<file path="config.mk">
export PLATFORM = sky130hd
export DESIGN_NAME = kyber_coef_packer
export DESIGN_NICKNAME = d
export VERILOG_FILES = /design/src/rtl/kyber_coef_packer.sv
export SDC_FILE = /design/constraint.sdc
export NUM_CORES = 1
export LEC_CHECK = 0
export ABC_AREA = 1
export CORE_ASPECT_RATIO = 1.5
export CORE_MARGIN = 5
export CORE_UTILIZATION = 25
export DETAILED_ROUTE_END_ITERATION = 8
export PLACE_DENSITY = 0.5
export SKIP_CTS_REPAIR_TIMING = 1
export SLEW_MARGIN = 20
export SYNTH_ARGS = -nofsm -noshare
export SYNTH_HDL_FRONTEND = slang
export SYNTH_SLANG_ARGS = --single-unit
</file>
<file path="constraint.sdc">
create_clock -name clk -period 2.1 [get_ports clk]
set_clock_uncertainty 0.1 [all_clocks]
set_input_delay 0.21 -clock clk [delete_from_list [all_inputs] [get_ports clk]]
set_output_delay 0.21 -clock clk [all_outputs]
set_load 0.005 [all_outputs]
</file>
<file path="src/rtl/kyber_coef_packer.sv">
// Packs reduced Kyber coefficients four-per-word into a 48-bit SDP buffer.
// A frame is WORDS words written to consecutive (7-bit wrapping) addresses from base_addr.
module kyber_coef_packer #(
   parameter int unsigned COEF_W = 12,
   parameter int unsigned Q      = 3329,
   parameter int unsigned WORDS  = 64
) (
   input  logic                  clk,
   input  logic                  rst_n,
   input  logic                  start,
   input  logic [6:0]            base_addr,
   input  logic                  s_valid,
   output logic                  s_ready,
   input  logic [12:0]           s_data,
   output logic                  mem_ce,
   output logic [6:0]            mem_ada,
   output logic [4*COEF_W-1:0]   mem_din,
   output logic                  busy,
   output logic                  done,
   output logic                  err_range
);

   localparam logic [12:0] QV   = 13'(Q);
   localparam logic [12:0] Q2V  = 13'(2 * Q);
   localparam logic [6:0]  LAST = 7'(WORDS - 1);

   typedef enum logic [1:0] {StIdle, StRun, StFin} state_e;

   state_e                state_q, state_d;
   logic [1:0]            rst_sync_q, rst_sync_d;
   logic [6:0]            base_q, base_d;
   logic [6:0]            word_idx_q, word_idx_d;
   logic [1:0]            lane_q, lane_d;
   // Lanes 0..2 only; lane 3 goes straight into mem_din with the write.
   logic [3*COEF_W-1:0]   pack_q, pack_d;
   logic                  err_q, err_d;
   logic                  mem_ce_q, mem_ce_d;
   logic [6:0]            mem_ada_q, mem_ada_d;
   logic [4*COEF_W-1:0]   mem_din_q, mem_din_d;
   logic                  busy_q, busy_d;
   logic                  done_q, done_d;

   logic [12:0]           red_full;
   logic [COEF_W-1:0]     red;

   // Conditional subtraction of Q; inputs >= 2Q still take one subtraction and flag an error.
   always_comb begin
      red_full = (s_data >= QV) ? (s_data - QV) : s_data;
      red      = COEF_W'(red_full);
   end

   assign s_ready = (state_q == StRun);

   // Frame FSM, lane packing and registered output next-state.
   always_comb begin
      state_d    = state_q;
      rst_sync_d = {rst_sync_q[0], 1'b1};
      base_d     = base_q;
      word_idx_d = word_idx_q;
      lane_d     = lane_q;
      pack_d     = pack_q;
      err_d      = err_q;
      mem_ce_d   = 1'b0;
      mem_ada_d  = mem_ada_q;
      mem_din_d  = mem_din_q;
      done_d     = 1'b0;
      unique case (state_q)
         StIdle: begin
            // start is only honoured once reset release has propagated through the synchronizer.
            if (start && rst_sync_q[1]) begin
               state_d    = StRun;
               base_d     = base_addr;
               word_idx_d = '0;
               lane_d     = '0;
               err_d      = 1'b0;
            end
         end
         StRun: begin
            if (s_valid) begin
               lane_d = lane_q + 2'd1;
               if (s_data >= Q2V) begin
                  err_d = 1'b1;
               end
               if (lane_q == 2'd3) begin
                  mem_ce_d   = 1'b1;
                  mem_din_d  = {red, pack_q};
                  mem_ada_d  = base_q + word_idx_q;
                  word_idx_d = word_idx_q + 7'd1;
                  if (word_idx_q == LAST) begin
                     state_d = StFin;
                  end
               end else begin
                  pack_d[32'(lane_q) * COEF_W +: COEF_W] = red;
               end
            end
         end
         StFin: begin
            done_d  = 1'b1;
            state_d = StIdle;
         end
         default: state_d = StIdle;
      endcase
      busy_d = (state_d != StIdle);
   end

   // State and output registers; reset asserts asynchronously and discards any partial word.
   always_ff @(posedge clk or negedge rst_n) begin
      if (!rst_n) begin
         state_q    <= StIdle;
         rst_sync_q <= '0;
         base_q     <= '0;
         word_idx_q <= '0;
         lane_q     <= '0;
         pack_q     <= '0;
         err_q      <= 1'b0;
         mem_ce_q   <= 1'b0;
         mem_ada_q  <= '0;
         mem_din_q  <= '0;
         busy_q     <= 1'b0;
         done_q     <= 1'b0;
      end else begin
         state_q    <= state_d;
         rst_sync_q <= rst_sync_d;
         base_q     <= base_d;
         word_idx_q <= word_idx_d;
         lane_q     <= lane_d;
         pack_q     <= pack_d;
         err_q      <= err_d;
         mem_ce_q   <= mem_ce_d;
         mem_ada_q  <= mem_ada_d;
         mem_din_q  <= mem_din_d;
         busy_q     <= busy_d;
         done_q     <= done_d;
      end
   end

   assign mem_ce    = mem_ce_q;
   assign mem_ada   = mem_ada_q;
   assign mem_din   = mem_din_q;
   assign busy      = busy_q;
   assign done      = done_q;
   assign err_range = err_q;

endmodule

</file>
**Word-level counts from Yosys, hierarchy flattened**

Cells that the tools add are included.

- Output and inout port bits: 60
- Logic and storage cells: 63
- Bits of input ports: 24
- Flip-flop bits (word level): 115

- Equal/unequal tests: 8
- $mul: 1
- $lt $le $gt $ge: 2
- Shift-type cells: 2
- $add $sub $neg: 5
- Muxes and demuxes: 22
- Bitwise logic cells: 1
- Reduce and logical (&&, ||, !) cells: 10

Operators with widths:

| operator | count |
|---|---|
| bitwise mux 36 bit | 1 |
| variable shift 12 x 34 -> 36 bit (first input constant) | 1 |
| indexed part select 12 x 34 -> 36 bit | 1 |
| negator 6 -> 34 bit | 1 |
| 2-to-1 mux 7 bit | 3 |
| one-hot mux 7 bit (2 select lines) | 1 |
| greater-or-equal comparator 13 x 12 -> 1 bit (second input constant) | 1 |
| greater-or-equal comparator 13 bit (second input constant) | 1 |
| 2-to-1 mux 12 bit | 1 |
| 2-to-1 mux 2 bit | 6 |
| subtractor 12 bit (second input constant) | 1 |
| AND reduction 3 bit | 3 |
| one-hot mux 2 bit (2 select lines) | 2 |
| AND reduction 4 bit | 2 |
| adder 7 x 1 -> 7 bit (second input constant) | 1 |
| adder 7 bit | 1 |
| == test 7 x 6 -> 1 bit (second input constant) | 1 |
| 2-to-1 mux 1 bit | 7 |
| == test 2 bit (second input constant) | 2 |
| multiplier 2 x 2 -> 4 bit (second input constant) | 1 |
| != test 2 x 1 -> 1 bit (second input constant) | 2 |
| != test 2 bit (second input constant) | 2 |
| nonzero test 2 bit | 2 |
| adder 2 x 1 -> 2 bit (second input constant) | 1 |
| other kinds (6) | 6 |

**Longest topological paths before layout**

- Word-level depth: 6
- Depth in mapped cells: 16
- Gate-level depth less buffers: 16

**Worst setup path before layout**

No wires, ideal clock.

- Path type: reg2reg
- Start point: register lane_q[0]
- End point: register pack_q[20]
- Cell stages (with the launch flop): 12
- Data required time: 1877 ps
- Buffers on the path: 3
- Clock period less this slack: 2188 ps
- Setup slack: -88 ps
- Setup time: 123 ps
- Arrival: 1965 ps
- Path through: dfrtp_1 buf_2 inv_1 buf_2 ha_1 nand2_1 inv_1 nor2_2 inv_1 buf_2 a21oi_1 o21ai_1

- Cells in the longest elaborated chain, start to end: 4
- Elaborated cells between the ends (all ways): 8
- Those cells by class: add/sub: 1; mul: 1; eq/ne: 1; shift: 2; mux: 1; bitwise: 1; reduce/logical: 1

Ends and longest elaborated chain:

| item | RTL line | RTL |
|---|---|---|
| start, declared | 33 | `logic [1:0] lane_q, lane_d;` |
| start signal, assigned | 126 | `lane_q <= lane_d;` |
| multiplier 2 x 2 -> 4 bit | 93 | `pack_d[32'(lane_q) * COEF_W +: COEF_W] = red;` |
| negator 6 -> 34 bit | 93 |  |
| indexed part select 12 x 34 -> 36 bit or variable shift 12 x 34 -> 36 bit (tied branches) | 93 |  |
| bitwise mux 36 bit | 93 |  |
| end signal, assigned | 127 | `pack_q <= pack_d;` |
| end, declared | 35 | `logic [3*COEF_W-1:0] pack_q, pack_d;` |

Several ways; a longest one is shown, not always the timed one.
A chain may end at the register's enable or synchronous reset.

**Worst setup path after layout**

- Start point: register base_q[0]
- End point: register mem_ada_q[6], in the netlist mem_ada[6]

- Cells in the longest elaborated chain, start to end: 1

Ends and longest elaborated chain:

| item | RTL line | RTL |
|---|---|---|
| start, declared | 31 | `logic [6:0] base_q, base_d;` |
| start signal, assigned | 124 | `base_q <= base_d;` |
| adder 7 bit | 87 | `mem_ada_d = base_q + word_idx_q;` |
| end signal, assigned | 130 | `mem_ada_q <= mem_ada_d;` |
| end, declared | 38 | `logic [6:0] mem_ada_q, mem_ada_d;` |

Every way passes these cells.

==> flow_metrics.tcl <==
set metrics [dict create \
    ys_top_cells_by_area "dfrtp_1, nand2_1, nand3_1" \
    initial_core_util_pct 25.4 \
    post-synth-top-count-cell "nand2_1" \
    viasPerCell 4.26 \
    path_buf_inv 1 \
    wl_per_cell_um 14.6 \
    synth_top_cell_by_area "dfrtp_1" \
    dominantRegCellSynth "dfrtp_1" \
    synth_top_cell_area_share_pct 49.1 \
    gp_congestion 0.909 \
    finalMaxSlewViolations 0 \
    worst-path-max-fanout 2 \
    io_pins 84 \
    final_util_pct 36.2 \
    drc 0 \
    grt_overflow_total 0 \
    grt_pass1_vias 5420 \
    cp-end-kind "flop" \
    power_switching_mw 3.86 \
    synth_nets 768 \
    maxCapViolCount 0 \
    p_sw_share_pct 35.2 \
    p_comb_share_pct 40.3 \
    drive_gt1_share_pct 20.3 \
    synth_commonest_cells "nand2_1, dfrtp_1, nand3_1" \
    syn2layout_area_growth_pct 42.6 \
    root_buffer "clkbuf_16" \
    period_share_pct 92.6 \
    ir_worst_vdd_mv 0.608 \
    syn_area_per_cell_um2 8.05 \
    ys_seq_elements 115 \
    rows 68 \
    worst-setup-path-type "reg -> reg" \
    cts_inserted_buffers 17 \
    grt_first_pass_wirelength_um 28800 \
    clk_latency_ns 0.42 \
    io_buffers 83 \
    nets 935 \
    ys_warn_count 0 \
    synth.cell_area_um2 5860 \
    tns_ns 0 \
    first_pass_iters 4 \
    ys_seq_area_share_pct 49.1 \
    core_area_um2 23100 \
    period_needed_ns 1.95 \
    fmax_ghz 0.514 \
    cp_slowest_cell "dfrtp_1" \
    clk_pin_slew_ns 0.05 \
    p_int_mw 7.11 \
    cts_buffer_depth 2 \
    rsz0062_at_grt "yes" \
    critPathMaxStageDelay_ns 0.37 \
    cp_top_family "adder cells" \
    die_h_um 198 \
    cts.sinks 115 \
    crit_arrival_ns 2.14 \
    num_vias 5206 \
    synth-edff-count 0 \
    powerDensity_nw_per_um2 1310 \
    startpoint_type "flop" \
    status "complete, no violations" \
    critPathRequiredTime_ns 2.30 \
    finalHoldViolations 0 \
    dp_hpwl_um 14200 \
    diodes 0 \
    wl_um 17800 \
    power_mw 11.0 \
    path_cells "ha_1 > inv_1 > fa_1 > o21ai_1 > nand2_1 > nand2_1 > a21oi_1 > xor2_1 > o21ai_0" \
    cts-htree-levels 4 \
    seqPwrFrac_pct 32.4 \
    async_reset_ff_share_pct 100 \
    yosysUniqueCellTypes 40 \
    dieArea_um2 26700 \
    drt_iter0_markers 190 \
    antenna_found_initial 0 \
    cp_common_cell "nand2_1" \
    grt_usage_pct 13.9 \
    final-setup-viol-count 0 \
    die_w_um 135 \
    grt_max_degree 63 \
    synthCells 728 \
    hp-class "in -> async" \
    ant_nets 0 \
    pwr-share-clk_pct 27.3 \
    cts_tree "yes" \
    leakagePower_nw 4.11 \
]
through the flow:
| step | std cells | hold slack, ns | setup WS (ns) | instance area, um^2 |
|---|---|---|---|---|
| after detailed placement | 1189 | -0.00768 | -0.256 | 7700 |
| after global placement | 1189 | -0.0131 | -0.252 | 7700 |
| after CTS | 1220 | -0.458 | 0.0362 | 8300 |
| after global routing | 1222 | 0.112 | -0.0258 | 8360 |
| final | 1222 | 0.0932 | 0.155 | 8360 |
| after floorplan | 728 | -0.186 | -0.00000955 | 5880 |
routing by layer:
layer / global-route usage (%) / routed length [um] / up-vias
met5: 0 / 0 / -
met4: 5.64 / 370 / 0
met3: 2.65 / 631 / 20
met2: 25.9 / 9740 / 104
met1: 15.4 / 7070 / 2401
li1: - / - / 2681
sequential cells by signal, summed over array words and instances (netlist names):
register and count:
word_idx_q 7, pack_q 36, busy 1, err_range 1
mem_ada 7, base_q 7, state_q 2, done 1
mem_ce 1, lane_q 2, mem_din 48, rst_sync_q 2
power groups by stage:
stage | registers [mW] | logic [mW] | clock network (mW)
final | 3.56 | 4.42 | 2.99
after global routing | 3.67 | 4.94 | 3.16
after CTS | 3.58 | 4.38 | 3.06
after detailed placement | 3.61 | 4.36 | 0
after global placement | 3.60 | 4.34 | 0
after floorplan | 3.52 | 2.23 | 0
cell families (layout without fill, tap and decap cells):
family / after synthesis / count (layout) / synth area share [%]
xor gates and xnor gates: 9 / 9 / 1.34
AOI/OAI and AO/OA: 78 / 78 / 7.04
other: 1 / 1 / 0.0640
adders and majority gates: 16 / 16 / 3.54
buffers and inverters: 99 / 278 / 7.19
DFF: 115 / 115 / 49.1
and+or+nand+nor: 410 / 410 / 31.7
placed cells by master, fill, tap and decap left out, types with 10 or more instances in the layout:
cell / Yosys / routed
ha_1: 15 / 12
nand3_1: 63 / 61
o21ai_1: 10 / 11
inv_2: 9 / 14
nand3_2: 8 / 10
clkdlybuf4s50_1: 0 / 82
o21ai_0: 47 / 46
nand4_1: 21 / 21
buf_4: 2 / 81
inv_1: 62 / 56
nand2_1: 261 / 259
dfrtp_1: 115 / 115
clkbuf_16: 0 / 17
nand2_2: 14 / 16
nor2_1: 24 / 20
final cells by class:
type / count / area, um^2
Multi-Input combinational cell: 514 / 2610
Fill cell: 2440 / 14700
Clock inverter: 11 / 160
Clock buffer: 20 / 447
Tap cell: 315 / 394
Inverter: 75 / 292
Timing Repair inverter: 1 / 7.51
Timing Repair Buffer: 171 / 1570
Sequential cell: 115 / 2880
final timing paths:
kind / slack (ns) / to / cells after the start / startpoint
setup / recovery: 0.15 / mem_ada[6] / 9 / base_q[0]
hold / removal: 0.09 / mem_ada[3] / 2 / rst_n
setup reg to reg: 0.15 / mem_ada[6] / 9 / base_q[0]
hold reg to reg: 0.25 / rst_sync_q[1] / 0 / rst_sync_q[0]
max in group asynchronous: 1.18 / mem_din[24] / 3 / rst_n
min in group clk: 0.22 / base_q[6] / 3 / base_addr[6]
Power figures use the tool's default switching activity.
